**src/rtl/conv_frame_ctrl.sv**
```systemverilog
// -----------------------------------------------------------------------------
// conv_frame_ctrl
//
// Frame controller for a 3x3 convolution datapath. It accepts a raster-order
// pixel stream, forwards each frame pixel to the datapath with a one-cycle
// advance strobe, and tags the datapath results whose 3x3 window lies fully
// inside the image. These are the "interior" results. It also flags pixels
// that carry a start-of-frame marker in the middle of a frame.
//
// Parameters
//   WORD_SIZE  pixel width in bits
//   ROW_SIZE   pixels per row (at least 3 for any interior result)
//   NUM_ROWS   rows per frame (at least 3)
//   CONV_LAT   cycles from conv_en to the matching datapath result (1..8)
//
// Ports
//   clk         single clock; all logic on its rising edge
//   rst         synchronous active-low reset
//   in_pixel    upstream pixel
//   in_valid    upstream pixel present
//   in_sof      first pixel of a frame (qualified by in_valid)
//   in_ready    block accepts the pixel this cycle
//   conv_en     one-cycle advance strobe to the datapath
//   conv_pixel  pixel presented with conv_en (holds between strobes)
//   out_valid   datapath result this cycle belongs to an interior pixel
//   out_sof     first interior result of the frame
//   out_eof     last interior result of the frame
//   busy        high whenever the controller is not IDLE
//   frame_err   sticky: a start-of-frame marker arrived mid-frame
// -----------------------------------------------------------------------------
module conv_frame_ctrl #(
    parameter int WORD_SIZE = 8,
    parameter int ROW_SIZE  = 540,
    parameter int NUM_ROWS  = 480,
    parameter int CONV_LAT  = 4
) (
    input  logic                 clk,
    input  logic                 rst,
    input  logic [WORD_SIZE-1:0] in_pixel,
    input  logic                 in_valid,
    input  logic                 in_sof,
    output logic                 in_ready,
    output logic                 conv_en,
    output logic [WORD_SIZE-1:0] conv_pixel,
    output logic                 out_valid,
    output logic                 out_sof,
    output logic                 out_eof,
    output logic                 busy,
    output logic                 frame_err
);

    localparam int COL_W = (ROW_SIZE > 1) ? $clog2(ROW_SIZE) : 1;
    localparam int ROW_W = (NUM_ROWS > 1) ? $clog2(NUM_ROWS) : 1;

    localparam logic [COL_W-1:0] COL_ONE  = COL_W'(1);
    localparam logic [COL_W-1:0] COL_TWO  = COL_W'(2);
    localparam logic [COL_W-1:0] COL_LAST = COL_W'(ROW_SIZE - 1);
    localparam logic [ROW_W-1:0] ROW_ONE  = ROW_W'(1);
    localparam logic [ROW_W-1:0] ROW_TWO  = ROW_W'(2);
    localparam logic [ROW_W-1:0] ROW_LAST = ROW_W'(NUM_ROWS - 1);
    localparam logic [3:0]       DRN_LAST = 4'(CONV_LAT);

    typedef enum logic [1:0] {
        IDLE  = 2'd0,
        RUN   = 2'd1,
        DRAIN = 2'd2
    } state_t;

    state_t                 r_state;
    logic [ROW_W-1:0]       r_row;       // row of the next expected pixel
    logic [COL_W-1:0]       r_col;       // column of the next expected pixel
    logic [3:0]             r_drain;     // cycles spent in DRAIN so far
    logic                   r_conv_en;
    logic [WORD_SIZE-1:0]   r_conv_pixel;
    logic                   r_frame_err;

    // Tag that travels alongside the conv_en of the same pixel.
    logic                   r_tag_vld;
    logic                   r_tag_sof;
    logic                   r_tag_eof;

    // Tag delay line: stage CONV_LAT-1 lines up with the datapath result.
    logic [CONV_LAT-1:0]    r_pipe_vld;
    logic [CONV_LAT-1:0]    r_pipe_sof;
    logic [CONV_LAT-1:0]    r_pipe_eof;

    logic w_ready;
    logic w_accept;
    logic w_start;
    logic w_restart;
    logic w_run_pix;
    logic w_interior;
    logic w_first_int;
    logic w_last;
    logic w_at_origin;

    assign w_ready     = (r_state != DRAIN);
    assign w_accept    = in_valid && w_ready;
    assign w_at_origin = (r_row == '0) && (r_col == '0);

    // IDLE only wakes on a start-of-frame pixel; anything else is dropped.
    assign w_start     = w_accept && in_sof && (r_state == IDLE);

    // A start-of-frame marker anywhere but the origin of the current frame
    // restarts the frame at that pixel and discards in-flight tags.
    assign w_restart   = w_accept && in_sof && (r_state == RUN) && !w_at_origin;

    assign w_run_pix   = w_accept && (r_state == RUN) && !w_restart;

    // Pixel (r,c) with r>=2, c>=2 closes the 3x3 window centred on (r-1,c-1).
    assign w_interior  = w_run_pix && (r_row >= ROW_TWO) && (r_col >= COL_TWO);
    assign w_first_int = w_run_pix && (r_row == ROW_TWO) && (r_col == COL_TWO);
    assign w_last      = w_run_pix && (r_row == ROW_LAST) && (r_col == COL_LAST);

    // -------------------------------------------------------------------------
    // Control FSM, counters and registered datapath strobe.
    // -------------------------------------------------------------------------
    always_ff @(posedge clk) begin
        if (!rst) begin
            r_state      <= IDLE;
            r_row        <= '0;
            r_col        <= '0;
            r_drain      <= '0;
            r_conv_en    <= 1'b0;
            r_conv_pixel <= '0;
            r_tag_vld    <= 1'b0;
            r_tag_sof    <= 1'b0;
            r_tag_eof    <= 1'b0;
            r_frame_err  <= 1'b0;
        end else begin
            r_conv_en <= w_start || w_restart || w_run_pix;
            if (w_start || w_restart || w_run_pix) begin
                r_conv_pixel <= in_pixel;
            end

            r_tag_vld <= w_interior;
            r_tag_sof <= w_first_int;
            r_tag_eof <= w_last;

            if (w_restart) begin
                r_frame_err <= 1'b1;
            end

            case (r_state)
                IDLE: begin
                    r_drain <= '0;
                    if (w_start) begin
                        // The accepted pixel is (0,0); expect (0,1) next.
                        r_state <= RUN;
                        r_row   <= '0;
                        r_col   <= COL_ONE;
                    end
                end

                RUN: begin
                    if (w_restart) begin
                        r_row <= '0;
                        r_col <= COL_ONE;
                    end else if (w_last) begin
                        r_state <= DRAIN;
                        r_row   <= '0;
                        r_col   <= '0;
                        r_drain <= '0;
                    end else if (w_run_pix) begin
                        if (r_col == COL_LAST) begin
                            r_col <= '0;
                            r_row <= r_row + ROW_ONE;
                        end else begin
                            r_col <= r_col + COL_ONE;
                        end
                    end
                end

                DRAIN: begin
                    // Hold off upstream for CONV_LAT+1 cycles so the final
                    // tag (carrying out_eof) leaves the delay line first.
                    if (r_drain == DRN_LAST) begin
                        r_state <= IDLE;
                    end else begin
                        r_drain <= r_drain + 4'd1;
                    end
                end

                default: begin
                    r_state <= IDLE;
                end
            endcase
        end
    end

    // -------------------------------------------------------------------------
    // Tag delay line, shifted every cycle so stalls upstream do not disturb
    // results already in the datapath. A mid-frame restart empties it.
    // -------------------------------------------------------------------------
    genvar gi;
    generate
        for (gi = 0; gi < CONV_LAT; gi++) begin : g_tag_stage
            logic w_vld_in;
            logic w_sof_in;
            logic w_eof_in;

            if (gi == 0) begin : g_head
                assign w_vld_in = r_tag_vld;
                assign w_sof_in = r_tag_sof;
                assign w_eof_in = r_tag_eof;
            end else begin : g_tail
                assign w_vld_in = r_pipe_vld[gi-1];
                assign w_sof_in = r_pipe_sof[gi-1];
                assign w_eof_in = r_pipe_eof[gi-1];
            end

            always_ff @(posedge clk) begin
                if (!rst || w_restart) begin
                    r_pipe_vld[gi] <= 1'b0;
                    r_pipe_sof[gi] <= 1'b0;
                    r_pipe_eof[gi] <= 1'b0;
                end else begin
                    r_pipe_vld[gi] <= w_vld_in;
                    r_pipe_sof[gi] <= w_sof_in;
                    r_pipe_eof[gi] <= w_eof_in;
                end
            end
        end
    endgenerate

    // -------------------------------------------------------------------------
    // Outputs. Handshake and strobe outputs are forced low while rst is held
    // so downstream logic sees a quiet interface for the whole reset window,
    // not only from the first reset edge onwards.
    // -------------------------------------------------------------------------
    assign in_ready   = rst && w_ready;
    assign conv_en    = rst && r_conv_en;
    assign conv_pixel = rst ? r_conv_pixel : '0;
    assign out_valid  = rst && r_pipe_vld[CONV_LAT-1];
    assign out_sof    = rst && r_pipe_sof[CONV_LAT-1];
    assign out_eof    = rst && r_pipe_eof[CONV_LAT-1];
    assign busy       = rst && (r_state != IDLE);
    assign frame_err  = r_frame_err;

endmodule

```
**config.mk**
```make
export PLATFORM = sky130hd
export DESIGN_NAME = conv_frame_ctrl
export DESIGN_NICKNAME = d
export VERILOG_FILES = /design/src/rtl/conv_frame_ctrl.sv
export SDC_FILE = /design/constraint.sdc
export NUM_CORES = 1
export LEC_CHECK = 0
export ABC_AREA = 1
export CAP_MARGIN = 10
export CORE_AREA = 2 2 76 78
export DETAILED_ROUTE_END_ITERATION = 6
export DIE_AREA = 0 0 78 80
export GPL_TIMING_DRIVEN = 0
export PLACE_DENSITY = 0.67
export SKIP_LAST_GASP = 1
export SLEW_MARGIN = 40
export SYNTH_ARGS = -nofsm -noshare
export SYNTH_HDL_FRONTEND = slang
export SYNTH_SLANG_ARGS = --single-unit
```
**constraint.sdc**
```tcl
create_clock -name clk -period 3.5 [get_ports clk]
set_clock_uncertainty 0.15 [all_clocks]
set_input_delay 0.7 -clock clk [delete_from_list [all_inputs] [get_ports clk]]
set_output_delay 0.7 -clock clk [all_outputs]
set_load 0.01 [all_outputs]
```
==> reports/metrics.cfg <==
[status]
status = completed

[grt]
grt_pass1_wl_mm = 8.90
antenna_found_initial = 0
grt_overflow = 0
grtUsageTotal_pct = 17.8
grt_start_max_net_pins = 17
grt_pass1_vias = 1961

[cts]
clockBufferDepth = 2
cts_root_buf = clkbuf_8
cts_setup_buffers = 0
postCtsHoldBufs = 0
numCtsBuffers = 5
cts_tree = done
h-tree-depth = 2
cts_resized = 2
cts.clk_slew.worst_paths_ns = 0.09
clock_latency_ns = 0.31
cts.sinks = 50

[layout]
fin_nets = 388
fin_area_mm2 = 0.00295
layout.cells.most_common = nand2_1
layout.cells.non_filler = 441
final_util_pct = 54.5
multi_input_area_mm2 = 0.00118
layout-drive-gt1-share_pct = 12.5
nFillCells = 540
diodes = 0
area_delta_synth_final_pct = 20.0
register_area_mm2 = 0.00100
most-common-layout-cells = nand2_1 (62), inv_1 (58), dfxtp_1 (50), nor2_1 (44), clkdlybuf4s50_1 (26)

[synth]
synthTopCellsByArea = dfxtp_1 (41%), nand2_1 (9.5%), inv_1 (8.9%)
yosysUniqueCellTypes = 35
syn_inst = 335
synth-main-ff-cell = dfxtp_1
ys_warn_count = 0
synth_area_mm2 = 0.00246
synth.avg_cell_area_um2 = 7.34
async_flop_share_pct = 0
synth_top_area_share_pct = 40.7
yosysSeqAreaShare_pct = 40.7
synthesis.nets = 355
ys_seq_elements = 50
synth_edf_count = 0
synth_top_area_cell = dfxtp_1

[min_path]
hold_depth = 2
hold_path_class = flop to flop
min-delay-start = g_tag_stage[0].w_eof_in

[routing]
ant_nets = 0
drtIter0Drc = 90
dr.pass1.iters = 4
wl_per_cell_um = 11.2
vias = 2095
drc = 0
viasPerCell = 4.75
wirelength_mm = 4.92

[timing]
worstMarginPinSlew_ns = 0.373
period_minus_slack_ns = 3.34
final_hold_viol_count = 0
slew_headroom_pct = 74.9
rsz0062_at_grt = false
setup_violations = 0
setup_tns_ns = 0
post-route-period-util_pct = 95.5
drv_slew = 0
holdWs_ns = 0.259
fin_ws_ns = 0.157
fmax_ghz = 0.299

[setup_path]
crit_family = buffers and inverters
crit_type = input port to output port
rr_worst_depth = 10
critPathMaxStageDelay_ns = 0.57
slowest_stage = clkdlybuf4s50_1
ff2ff_setup_slack_ns = 1.51
crit_cells = 6
critPathMaxFanout = 10
startpoint_type = input port
endpoint_kind = output port
timing.rr.start = r_col[1]
critPathMostFrequentCell = clkdlybuf4s50_1
worst_ep_arrival_time_ns = 2.49
worstPathRequired_ns = 2.65
crit_chain = clkdlybuf4s50_1 -> clkbuf_2 -> buf_2 -> nand2_1 -> inv_1 -> clkdlybuf4s50_1
worst-path-buf-inv = 5
startpoint = rst

[floorplan]
die_h_um = 80
die_w_um = 78
fp-row-count = 27
initial_core_util_pct = 45.5
core_area_mm2 = 0.00541
die-area_mm2 = 0.00624
io_pins = 27

[placed_design]
post-place-ws_ns = -0.202
dpl.cell_count = 433
portBuffers = 26
hpwl_mm = 3.63
place_area_mm2 = 0.00281
place_congestion = 0.813

[power_and_ir_drop]
combinationalPowerShare_pct = 14.8
power_switching_uw = 321
power.leakage_nw = 1.33
power.total_mw = 1.28
irDropWorstVdd_uv = 205
clockPowerShare_pct = 37.7
p_sw_share_pct = 25.1
pwr-share-seq_pct = 47.5
powerDensity_mw_per_mm2 = 433
intPower_uw = 956

[run]
maxCapViolations = 0

path summary, 6_finish.rpt:
path / endpoint
worst max-delay path: conv_en
worst min register to register: g_tag_stage[1].w_eof_in
worst min-delay path: g_tag_stage[1].w_eof_in
worst max register to register: r_row[7]
layout make-up:
| class | count | area share, % |
|---|---|---|
| Buffer | 6 | 1.32 |
| Clock buffer | 5 | 2.33 |
| Clock inverter | 3 | 2.33 |
| Inverter | 63 | 8.11 |
| Multi-Input combinational cell | 216 | 40.1 |
| Sequential cell | 50 | 34.0 |
| Tap cell | 72 | 3.06 |
| Timing Repair Buffer | 26 | 8.83 |
synth_stat cells (all sizes together), types with 2 or more instances:
cell and number:
o22a 8, nand3 23, inv 63, nand3b 2
nand2 73, nor3b 2, a31oi 2, o21ai 2
dfxtp 50, nand4 6, buf 4, nor4 4
xor2 4, clkbuf 2, a21oi 12, ha 8
nor3 10, nor2 55
power by group through the flow:
stage / logic (mW) / registers, mW / clock network, mW
4_1_cts: 0.190 / 0.607 / 0.499
5_1_grt: 0.214 / 0.610 / 0.523
3_5_place_dp: 0.189 / 0.620 / 0
2_1_floorplan: 0.128 / 0.617 / 0
3_3_place_gp: 0.187 / 0.619 / 0
6_report: 0.189 / 0.606 / 0.481
registers in the layout (all words and copies together), names as in the netlist:
register / cells
g_tag_stage.w_sof_in: 4
r_pipe_sof: 1
r_pipe_eof: 1
r_drain: 4
r_conv_pixel: 8
r_row: 9
r_pipe_vld: 1
r_col: 10
frame_err: 1
r_state: 2
g_tag_stage.w_eof_in: 4
g_tag_stage.w_vld_in: 4
r_conv_en: 1
worst reg2reg max path, stage by stage, from the launching register on:
cell and delay [ns]:
dfxtp_1 0.41, ha_1 0.27, nand2_1 0.07, nor2_1 0.22, nand3_1 0.17, nor2_1 0.12
nand3_1 0.12, nand3_1 0.16, nand2_4 0.09, inv_4 0.10, nor2_2 0.04
cell families (layout without fill, tap and decap cells):
group	Yosys count	after routing	synth area share (%)
AO/OA/AOI/OAI	27	27	7.43
buffers and inverters	69	103	11.2
flip-flops	50	50	40.7
XOR/XNOR	4	4	1.43
adder cells (fa/ha/maj)	8	8	4.07
AND/OR/NAND/NOR	177	177	35.1
per-layer routing:
layer,track usage [%],up-vias,routed length [µm]
met5,0,-,0
met4,5.96,0,84
met3,3.73,9,155
met2,29.1,28,2250
met1,23.5,944,2430
li1,-,1114,-
Note: power is estimated with default switching activity, not from simulation.
